File: config.mk
export PLATFORM = sky130hd
export DESIGN_NAME = c2h_stream_gen
export DESIGN_NICKNAME = d
export VERILOG_FILES = /design/src/rtl/c2h_stream_gen_pkg.sv /design/src/rtl/c2h_stream_gen.sv
export SDC_FILE = /design/constraint.sdc
export NUM_CORES = 1
export LEC_CHECK = 0
export CAP_MARGIN = 20
export CORE_MARGIN = 2
export CORE_UTILIZATION = 45
export CTS_BUF_LIST = sky130_fd_sc_hd__clkbuf_16
export DETAILED_ROUTE_END_ITERATION = 6
export GPL_TIMING_DRIVEN = 0
export PLACE_DENSITY = 0.79
export SLEW_MARGIN = 25
export SYNTH_ARGS = -nofsm -noshare
export SYNTH_HDL_FRONTEND = slang
export SYNTH_SLANG_ARGS = --single-unit
File: constraint.sdc
create_clock -name axi_clk -period 7.7 [get_ports axi_clk]
set_input_delay 1.925 -clock axi_clk [delete_from_list [all_inputs] [get_ports axi_clk]]
set_output_delay 1.925 -clock axi_clk [all_outputs]
set_load 0.03 [all_outputs]
File: src/rtl/c2h_stream_gen_pkg.sv
// c2h_stream_gen_pkg
// Shared types and helpers for the synthetic C2H frame source.
//   c2h_gen_state_t : two-state frame FSM (IDLE, SEND).
//   last_keep()     : tkeep mask for the final beat of a frame.
//   lane_word()     : 32-bit pattern word for one lane of one beat.
package c2h_stream_gen_pkg;

  // Widest tkeep supported by last_keep(); covers data widths up to 1024 bits.
  localparam int unsigned MaxKeep = 128;

  typedef enum logic [0:0] {
    IDLE = 1'b0,
    SEND = 1'b1
  } c2h_gen_state_t;

  // Low (len mod bpb) bits set, or the full bpb bits when len is a whole number of beats.
  function automatic logic [MaxKeep-1:0] last_keep(input logic [63:0] len,
                                                   input int unsigned bpb);
    logic [63:0]        r;
    int unsigned        n;
    logic [MaxKeep-1:0] m;
    r = len % 64'(bpb);
    n = (r == 64'd0) ? bpb : 32'(r);
    m = '0;
    for (int unsigned i = 0; i < MaxKeep; i++) begin
      m[i] = (i < n);
    end
    return m;
  endfunction

  // seed + beat*lanes + lane, modulo 2^32.
  function automatic logic [31:0] lane_word(input logic [31:0] seed,
                                            input logic [63:0] beat,
                                            input int unsigned lane,
                                            input int unsigned lanes);
    logic [63:0] s;
    s = {32'd0, seed} + beat * 64'(lanes) + 64'(lane);
    return s[31:0];
  endfunction

endpackage

File: src/rtl/c2h_stream_gen.sv
// c2h_stream_gen
// Synthetic AXI-Stream frame source for the XDMA card-to-host channel. Each accepted
// command (byte length + seed) produces one packet of incrementing 32-bit words with
// tkeep trimmed and tlast set on the final beat. All outputs are registered.
// Ports:
//   axi_clk, axi_rst           : clock, synchronous active-high reset
//   cmd_valid/cmd_ready        : command handshake; cmd_len (bytes), cmd_seed (first word)
//   m_axis_c2h_t*              : AXI-Stream master towards XDMA s_axis_c2h_*_0
//   busy                       : frame in progress
//   frames_sent                : completed frames (tlast handshakes), wraps
module c2h_stream_gen
  import c2h_stream_gen_pkg::*;
#(
  parameter int unsigned C_DATA_WIDTH = 128,
  parameter int unsigned LEN_WIDTH    = 32
) (
  input  logic                      axi_clk,
  input  logic                      axi_rst,
  input  logic                      cmd_valid,
  output logic                      cmd_ready,
  input  logic [LEN_WIDTH-1:0]      cmd_len,
  input  logic [31:0]               cmd_seed,
  output logic [C_DATA_WIDTH-1:0]   m_axis_c2h_tdata,
  output logic [C_DATA_WIDTH/8-1:0] m_axis_c2h_tkeep,
  output logic                      m_axis_c2h_tlast,
  output logic                      m_axis_c2h_tvalid,
  input  logic                      m_axis_c2h_tready,
  output logic                      busy,
  output logic [31:0]               frames_sent
);

  localparam int unsigned BPB = C_DATA_WIDTH / 8;
  localparam int unsigned L   = C_DATA_WIDTH / 32;

  localparam logic [LEN_WIDTH-1:0] BpbL = LEN_WIDTH'(BPB);
  localparam logic [LEN_WIDTH-1:0] OneL = LEN_WIDTH'(1);

  c2h_gen_state_t       state_q;
  logic [LEN_WIDTH-1:0] len_q;
  logic [LEN_WIDTH-1:0] beat_q;
  logic [LEN_WIDTH-1:0] last_idx_q;
  logic [31:0]          seed_q;

  logic                 cmd_fire;
  logic                 beat_fire;
  logic [LEN_WIDTH-1:0] cmd_last_idx;

  // Contents of the beat to be loaded into the output registers next: beat 0 of the
  // incoming command while idle, otherwise the beat after the current one.
  logic [31:0]          gen_seed;
  logic [LEN_WIDTH-1:0] gen_beat;
  logic [LEN_WIDTH-1:0] gen_len;
  logic [LEN_WIDTH-1:0] gen_last_idx;
  logic                 gen_is_last;
  logic [MaxKeep-1:0]   keep_full;
  logic [BPB-1:0]       gen_keep;
  logic [C_DATA_WIDTH-1:0] gen_data;
  logic [31:0]          lane_w [L];

  always_comb begin
    cmd_fire     = (state_q == IDLE) && cmd_valid && cmd_ready;
    beat_fire    = (state_q == SEND) && m_axis_c2h_tready;
    cmd_last_idx = (cmd_len - OneL) / BpbL;

    if (state_q == IDLE) begin
      gen_seed     = cmd_seed;
      gen_beat     = '0;
      gen_len      = cmd_len;
      gen_last_idx = cmd_last_idx;
    end else begin
      gen_seed     = seed_q;
      gen_beat     = beat_q + OneL;
      gen_len      = len_q;
      gen_last_idx = last_idx_q;
    end

    gen_is_last = (gen_beat == gen_last_idx);
    keep_full   = last_keep(64'(gen_len), BPB);
    gen_keep    = gen_is_last ? keep_full[BPB-1:0] : '1;
  end

  // Per-lane pattern words; bytes outside tkeep are forced to zero.
  for (genvar i = 0; i < L; i++) begin : g_lane
    assign lane_w[i] = lane_word(gen_seed, 64'(gen_beat), i, L);
    for (genvar b = 0; b < 4; b++) begin : g_byte
      assign gen_data[32*i+8*b +: 8] = gen_keep[4*i+b] ? lane_w[i][8*b +: 8] : 8'h00;
    end
  end

  always_ff @(posedge axi_clk) begin
    if (axi_rst) begin
      state_q           <= IDLE;
      len_q             <= '0;
      beat_q            <= '0;
      last_idx_q        <= '0;
      seed_q            <= '0;
      cmd_ready         <= 1'b0;
      m_axis_c2h_tdata  <= '0;
      m_axis_c2h_tkeep  <= '0;
      m_axis_c2h_tlast  <= 1'b0;
      m_axis_c2h_tvalid <= 1'b0;
      busy              <= 1'b0;
      frames_sent       <= '0;
    end else begin
      unique case (state_q)
        IDLE: begin
          cmd_ready <= 1'b1;
          // A zero-length command is consumed without leaving IDLE.
          if (cmd_fire && (cmd_len != '0)) begin
            state_q           <= SEND;
            len_q             <= cmd_len;
            seed_q            <= cmd_seed;
            beat_q            <= '0;
            last_idx_q        <= cmd_last_idx;
            cmd_ready         <= 1'b0;
            busy              <= 1'b1;
            m_axis_c2h_tvalid <= 1'b1;
            m_axis_c2h_tdata  <= gen_data;
            m_axis_c2h_tkeep  <= gen_keep;
            m_axis_c2h_tlast  <= gen_is_last;
          end
        end
        SEND: begin
          if (beat_fire) begin
            if (m_axis_c2h_tlast) begin
              state_q           <= IDLE;
              cmd_ready         <= 1'b1;
              busy              <= 1'b0;
              m_axis_c2h_tvalid <= 1'b0;
              m_axis_c2h_tdata  <= '0;
              m_axis_c2h_tkeep  <= '0;
              m_axis_c2h_tlast  <= 1'b0;
              frames_sent       <= frames_sent + 32'd1;
            end else begin
              beat_q           <= gen_beat;
              m_axis_c2h_tdata <= gen_data;
              m_axis_c2h_tkeep <= gen_keep;
              m_axis_c2h_tlast <= gen_is_last;
            end
          end
        end
        default: state_q <= IDLE;
      endcase
    end
  end

endmodule

* Yosys cells after proc, flatten, opt, wreduce, memory -nomap -nowiden *
Cells that the tools add are included.

storage, ports and cells
  input bits = 68
  memories kept = 0
  logic and storage cells = 102
  bits in latches = 0
  memory bits (writable) = 0
  output and inout port bits = 180
  bits in read-only memories = 0
  bits in registers = 276

cells by class
  add/subtract/negate cells = 7
  muxes and demuxes = 50
  bitwise gates (word level) = 1
  equality and inequality tests = 5
  $mul = 0
  order comparisons = 16
  divide/modulo/power cells = 0
  reductions and logical operators = 12
  shifts and indexed selects = 0

operator list
  cell                   count
  $mux 128               3
  $pmux 128 s2           1
  $mux 32                5
  $mux 8                 16
  $add 32x1->32 const B  3
  $add 32x2->32 const B  2
  $logic_not 64->1       1
  $mux 16                4
  $pmux 32 s2            1
  $lt 4x5->1 const A     8
  $add 32x32->32         1
  $eq 32x28->1           1
  $pmux 16 s2            1
  $reduce_bool 32->1     1
  $sub 32x1->32 const B  1
  $mux 28                1
  $lt 3x5->1 const A     4
  $mux 1                 12
  $lt 1x5->1 const A     2
  $lt 2x5->1 const A     2
  $reduce_and 3->1       3
  $pmux 1 s2             4
  $reduce_and 2->1       3
  $mux 5                 1
  other kinds (5)        10

* Depth between registers and ports, before layout *
  word-level depth = 9
  mapped depth = 21
  mapped depth without buffers = 18

* Worst setup path after synthesis *
Ideal clock, no wire load.

  kind = register to register
  from = reg state_q
  to = reg m_axis_c2h_tdata[58]
  data arrival time = 5.642 ns
  required time = 7.579 ns
  buffers on the path = 6
  period minus slack after synthesis = 5.763 ns
  slack = 1.937 ns
  library setup time = 0.121 ns
  cell stages (with the launch flop) = 21
  path through = dfxtp_1 clkbuf_1 clkbuf_1 clkbuf_1 buf_1 clkbuf_1 mux2_2 ha_1 fa_1 a21o_1 a221oi_2 o21ai_0 or4_1 nand3_2 nand2_1 or4_1 clkbuf_1 or3_1 nor2_1 xnor2_1 o21ai_1

on the way
  longest elaborated chain between the ends = 9
  elaborated cells on any way between the ends = 24
  classes of those cells = add/sub: 2; order compare: 1; eq/ne: 3; mux: 11; bitwise: 1; reduce/logical: 6

ends and longest elaborated chain
  item                                                                    line                   text
  start, declared                                                         c2h_stream_gen.sv:38   c2h_gen_state_t state_q;
  start signal, assigned                                                  c2h_stream_gen.sv:92   state_q <= IDLE;
  start signal, assigned                                                  c2h_stream_gen.sv:110  state_q <= SEND;
  start signal, assigned                                                  c2h_stream_gen.sv:126  state_q <= IDLE;
  parallel branches: the longest is 9 deep, another holds $add 32x32->32  --
  end signal, assigned                                                    c2h_stream_gen.sv:118  m_axis_c2h_tdata <= gen_data;
  end signal, assigned                                                    c2h_stream_gen.sv:136  m_axis_c2h_tdata <= gen_data;
  end, declared                                                           c2h_stream_gen.sv:23   output logic [C_DATA_WIDTH-1:0] m_axis_c2h_tdata,

Several ways; the timed one is not identified. The select of a mux whose other input is x is not followed.
A chain may end at the register's enable or synchronous reset.

* Worst setup path in the final report *
Same ends and word-level chain as after synthesis.

==> Flow_metrics.wiki <==
{| class="wikitable"
! Metric !! Value
|-
| Area Growth Syn to Fin || 27.1%
|-
| Required time reported for the critical path endpoint || 8.13 ns
|-
| Synth Register Bits || 276
|-
| Vias in the first global route || 14600
|-
| Num CTS Buffers || 29
|-
| Total power density per cell area || 199 nW/um^2
|-
| Grt ovf || 0
|-
| Initial standard-cell utilization of the core || 45.3%
|-
| Count of routing violations after the opening detailed-route iteration || 1170
|-
| Clock Skew || 0.0102 ns
|-
| Sequential share of the synthesized area || 36.6%
|-
| Clock Sink Count || 276
|-
| Capturing element type of the critical path || flop
|-
| Setup slack after layout || 0.422 ns
|-
| Die ar. || 35000 sq um
|-
| Endpoint of the most critical register-to-register path || m_axis_c2h_tdata[58]
|-
| Min-Delay Endpoint || m_axis_c2h_tkeep[3]
|-
| Path type of the worst setup path || flop to flop
|-
| Final hold viol count || 0
|-
| Clock latency on the worst-skew pair || 0.56 ns
|-
| Number of vias per cell after detailed routing || 5.73
|-
| Reg-to-reg slack, setup || 0.42 ns
|-
| Count leader, synth || nand2_1
|-
| Hold Buf Count CTS || 0
|-
| Num rows || 67
|-
| Per-instance average area after synthesis || 7.94 sq um
|-
| Antenna diode count || 0
|-
| Worst vdd ir || 0.152 mV
|-
| CP startpoint kind || flop
|-
| Predominant post-synthesis flop cell || dfxtp_1
|-
| Fraction of final layout cells sized beyond drive strength 1 || 5.73%
|-
| Clock tree from TritonCTS || done
|-
| Worst R2R Path Depth || 20
|-
| NumNets Final || 2281
|-
| Die outline width || 187 um
|-
| Number of enable flip-flop cells after synthesis || 0
|-
| Instance count along the most critical hold path || 2
|-
| Hold Path Class || flop to flop
|-
| Pre-Repair DR Iteration Count || 5
|-
| Syn_nets || 2003
|-
| Cell count after synthesis || 1899
|-
| Area after DPL || 18100 sq um
|-
| CTS clock-pin slew for the worst setup and hold paths || 0.06 ns
|-
| Setup slack after placement || -0.180 ns
|-
| Tcrit/Tclk final || 94.5%
|-
| DPL Wire Length || 40.8 mm
|-
| Final Slew Violations || 0
|-
| Floorplan die height || 187 um
|-
| Number of fill cells in the layout || 3058
|-
| Number of warnings printed during yosys synthesis || 0
|-
| Final Core Density || 57.6%
|-
| Min-delay src || m_axis_c2h_tkeep[3]
|-
| Pin slew with the least headroom to its limit || 1.02 ns
|-
| Share of the synthesized area in the top cell type || 36.6%
|-
| Unrepaired setup endpoints after global routing || false
|-
| Global-route wire length before repair || 80.2 mm
|-
| Fmax || 137 MHz
|-
| Leading area contributor after synthesis || dfxtp_1
|-
| Residual DRC || 0
|-
| Rel. slew slack || 31.5%
|-
| Routability congestion estimate from global placement || 0.962
|-
| Time the worst path needs with I/O delays and setup || 7.28 ns
|-
| Maximum level of the CTS H-tree || 1
|-
| Most instantiated cells after synthesis || 346 x nand2_1, 276 x dfxtp_1, 194 x nor2_1
|-
| Area taken by multi-input logic gates || 9170 sq um
|-
| Wirelength, routed || 52.3 mm
|-
| Final count of negative-setup-slack endpoints || 0
|-
| Final Instance Area || 19200 sq um
|-
| Largest cells by area after synthesis || dfxtp_1 37%, nand2_1 8.6%, xnor2_1 7.0%
|-
| Number of distinct library cells after synthesis || 86
|-
| Maximum fanout count along the critical path || 10
|-
| Total standard cell area after synthesis || 15100 sq um
|-
| Outcome || finished, final reports clean
|-
| Overall track demand over capacity in global routing || 28.8%
|-
| Number of primary I/O pins || 248
|-
| Worst Path Arrival || 7.71 ns
|-
| Number of buffers added on ports || 247
|-
| Clock tree buffer depth || 3
|-
| Routed WL per cell || 19.8 um
|-
| Static leakage || 6.66 nW
|-
| Total core area || 33300 sq um
|-
| Routed via count || 15200
|-
| R2r startpoint || state_q
|-
| Async set-reset flop share out of synthesis || 0%
|-
| Pin count of the biggest net entering global routing || 15
|-
| Remaining number of nets flagged by the antenna check after routing || 0
|-
| Root buffer cell || clkbuf_16
|-
| Register area || 5530 sq um
|-
| MaxCap Viol Count || 0
|-
| Initial antenna violation count || 0
|-
| Summed negative setup slack over all endpoints || 0 ns
|}
## cell type report
class | count | share of cell area (%)
buffer | 92 | 1.89
clock buffer | 29 | 3.78
clock inverter | 24 | 1.41
inverter | 24 | 0.470
multi-input combinational | 1507 | 47.8
sequential | 276 | 28.8
tap | 448 | 2.92
timing repair buffer | 247 | 12.9
## registers in the layout (all words and copies together) (netlist names)
signal	flops
cmd_ready	1
seed_q	32
last_idx_q	28
busy	1
beat_q	32
len_q	4
frames_sent	32
state_q	1
m_axis_c2h_tlast	1
m_axis_c2h_tkeep	16
m_axis_c2h_tdata	128
## report_power, final
part / internal (mW) / switching (mW)
clock network: 0.884 / 0.605
logic: 0.284 / 0.488
registers: 1.51 / 0.0549
## worst max path at each step
stage | start | end | depth (start not counted) | slack (ns)
after floorplan | state_q | m_axis_c2h_tdata[58] | 20 | 1.94
after global placement | state_q | m_axis_c2h_tdata[59] | 19 | -0.20
after detailed placement | state_q | m_axis_c2h_tdata[62] | 19 | -0.18
after CTS | state_q | m_axis_c2h_tdata[124] | 19 | 0.05
after global routing | state_q | m_axis_c2h_tdata[90] | 20 | 0.20
final | state_q | m_axis_c2h_tdata[58] | 20 | 0.42
## stage by stage
stage / hold slack (ns) / power (mW) / cells
floorplan: 0.433 / 2.04 / 1899
global placement: 0.431 / 2.34 / 2594
detailed placement: 0.436 / 2.35 / 2594
CTS: 0.446 / 3.82 / 2647
global route: 0.459 / 3.94 / 2647
finish: 0.451 / 3.82 / 2647
## metal layers
| metal | track usage, % | vias up | part of all wire (%) |
|---|---|---|---|
| li1 | - | 7180 | - |
| met1 | 35.6 | 7175 | 41 |
| met2 | 49.4 | 676 | 47 |
| met3 | 3.71 | 148 | 7.1 |
| met4 | 14.2 | 0 | 5.0 |
| met5 | 0 | - | 0 |
## logic make-up (layout without fill, tap and decap cells)
family	Yosys count	in the layout	synth area share, %
buffers and inverters	116	416	2.97
xor gates and xnor gates	203	203	12.6
DFF	276	276	36.6
and+or+nand+nor	820	820	25.1
adders and majority gates	36	36	3.04
AOI/OAI and AO/OA	408	408	16.7
muxes	40	40	2.90
## critical path, stage by stage, from the launching register on
cell and delay, ns:
dfxtp_1 0.31, clkbuf_1 0.39, clkbuf_2 0.43, clkbuf_2 0.41, buf_1 0.56, clkbuf_1 0.51
mux2_2 0.40, ha_1 0.22, fa_1 0.41, a21o_1 0.21, a221oi_2 0.34, or3_1 0.24
nand2_1 0.08, xor2_1 0.71, nand4_1 0.40, or4_1 0.50, clkbuf_1 0.20, or3_1 0.46
nor2_1 0.15, xnor2_1 0.14, o21ai_1 0.08
## cells in the final DEF (no fill, tap or decap), types with 5 or more instances in the layout
cell	count
mux2_2	30
nand3_1	59
buf_2	6
a21o_1	12
a211oi_1	18
nand4_1	42
and3_1	19
buf_1	6
mux2i_1	10
or3_1	18
a21oi_1	126
clkdlybuf4s50_1	247
xnor2_1	119
nor2b_1	13
ha_1	35
nor4_1	15
o21a_1	8
clkbuf_1	75
o21ai_0	140
nand2_1	346
or4_1	8
clkinv_1	8
nor2_1	194
a311oi_1	9
o21ai_1	5
nor3_1	36
clkbuf_16	29
and4_1	13
dfxtp_1	276
bufinv_16	6
or2_2	8
nand2b_1	6
a22oi_1	9
xor2_1	72
xnor3_1	7
o21ai_2	10
a22o_1	20
inv_1	26
and2_1	13
## what timing repair did
item                                    4_1_cts  5_1_grt
setup buffers                                 0        0
resized for setup                             2        8
cloned                                        0        0
endpoints found under the setup margin       11       28
(Power assumes the default switching activity.)
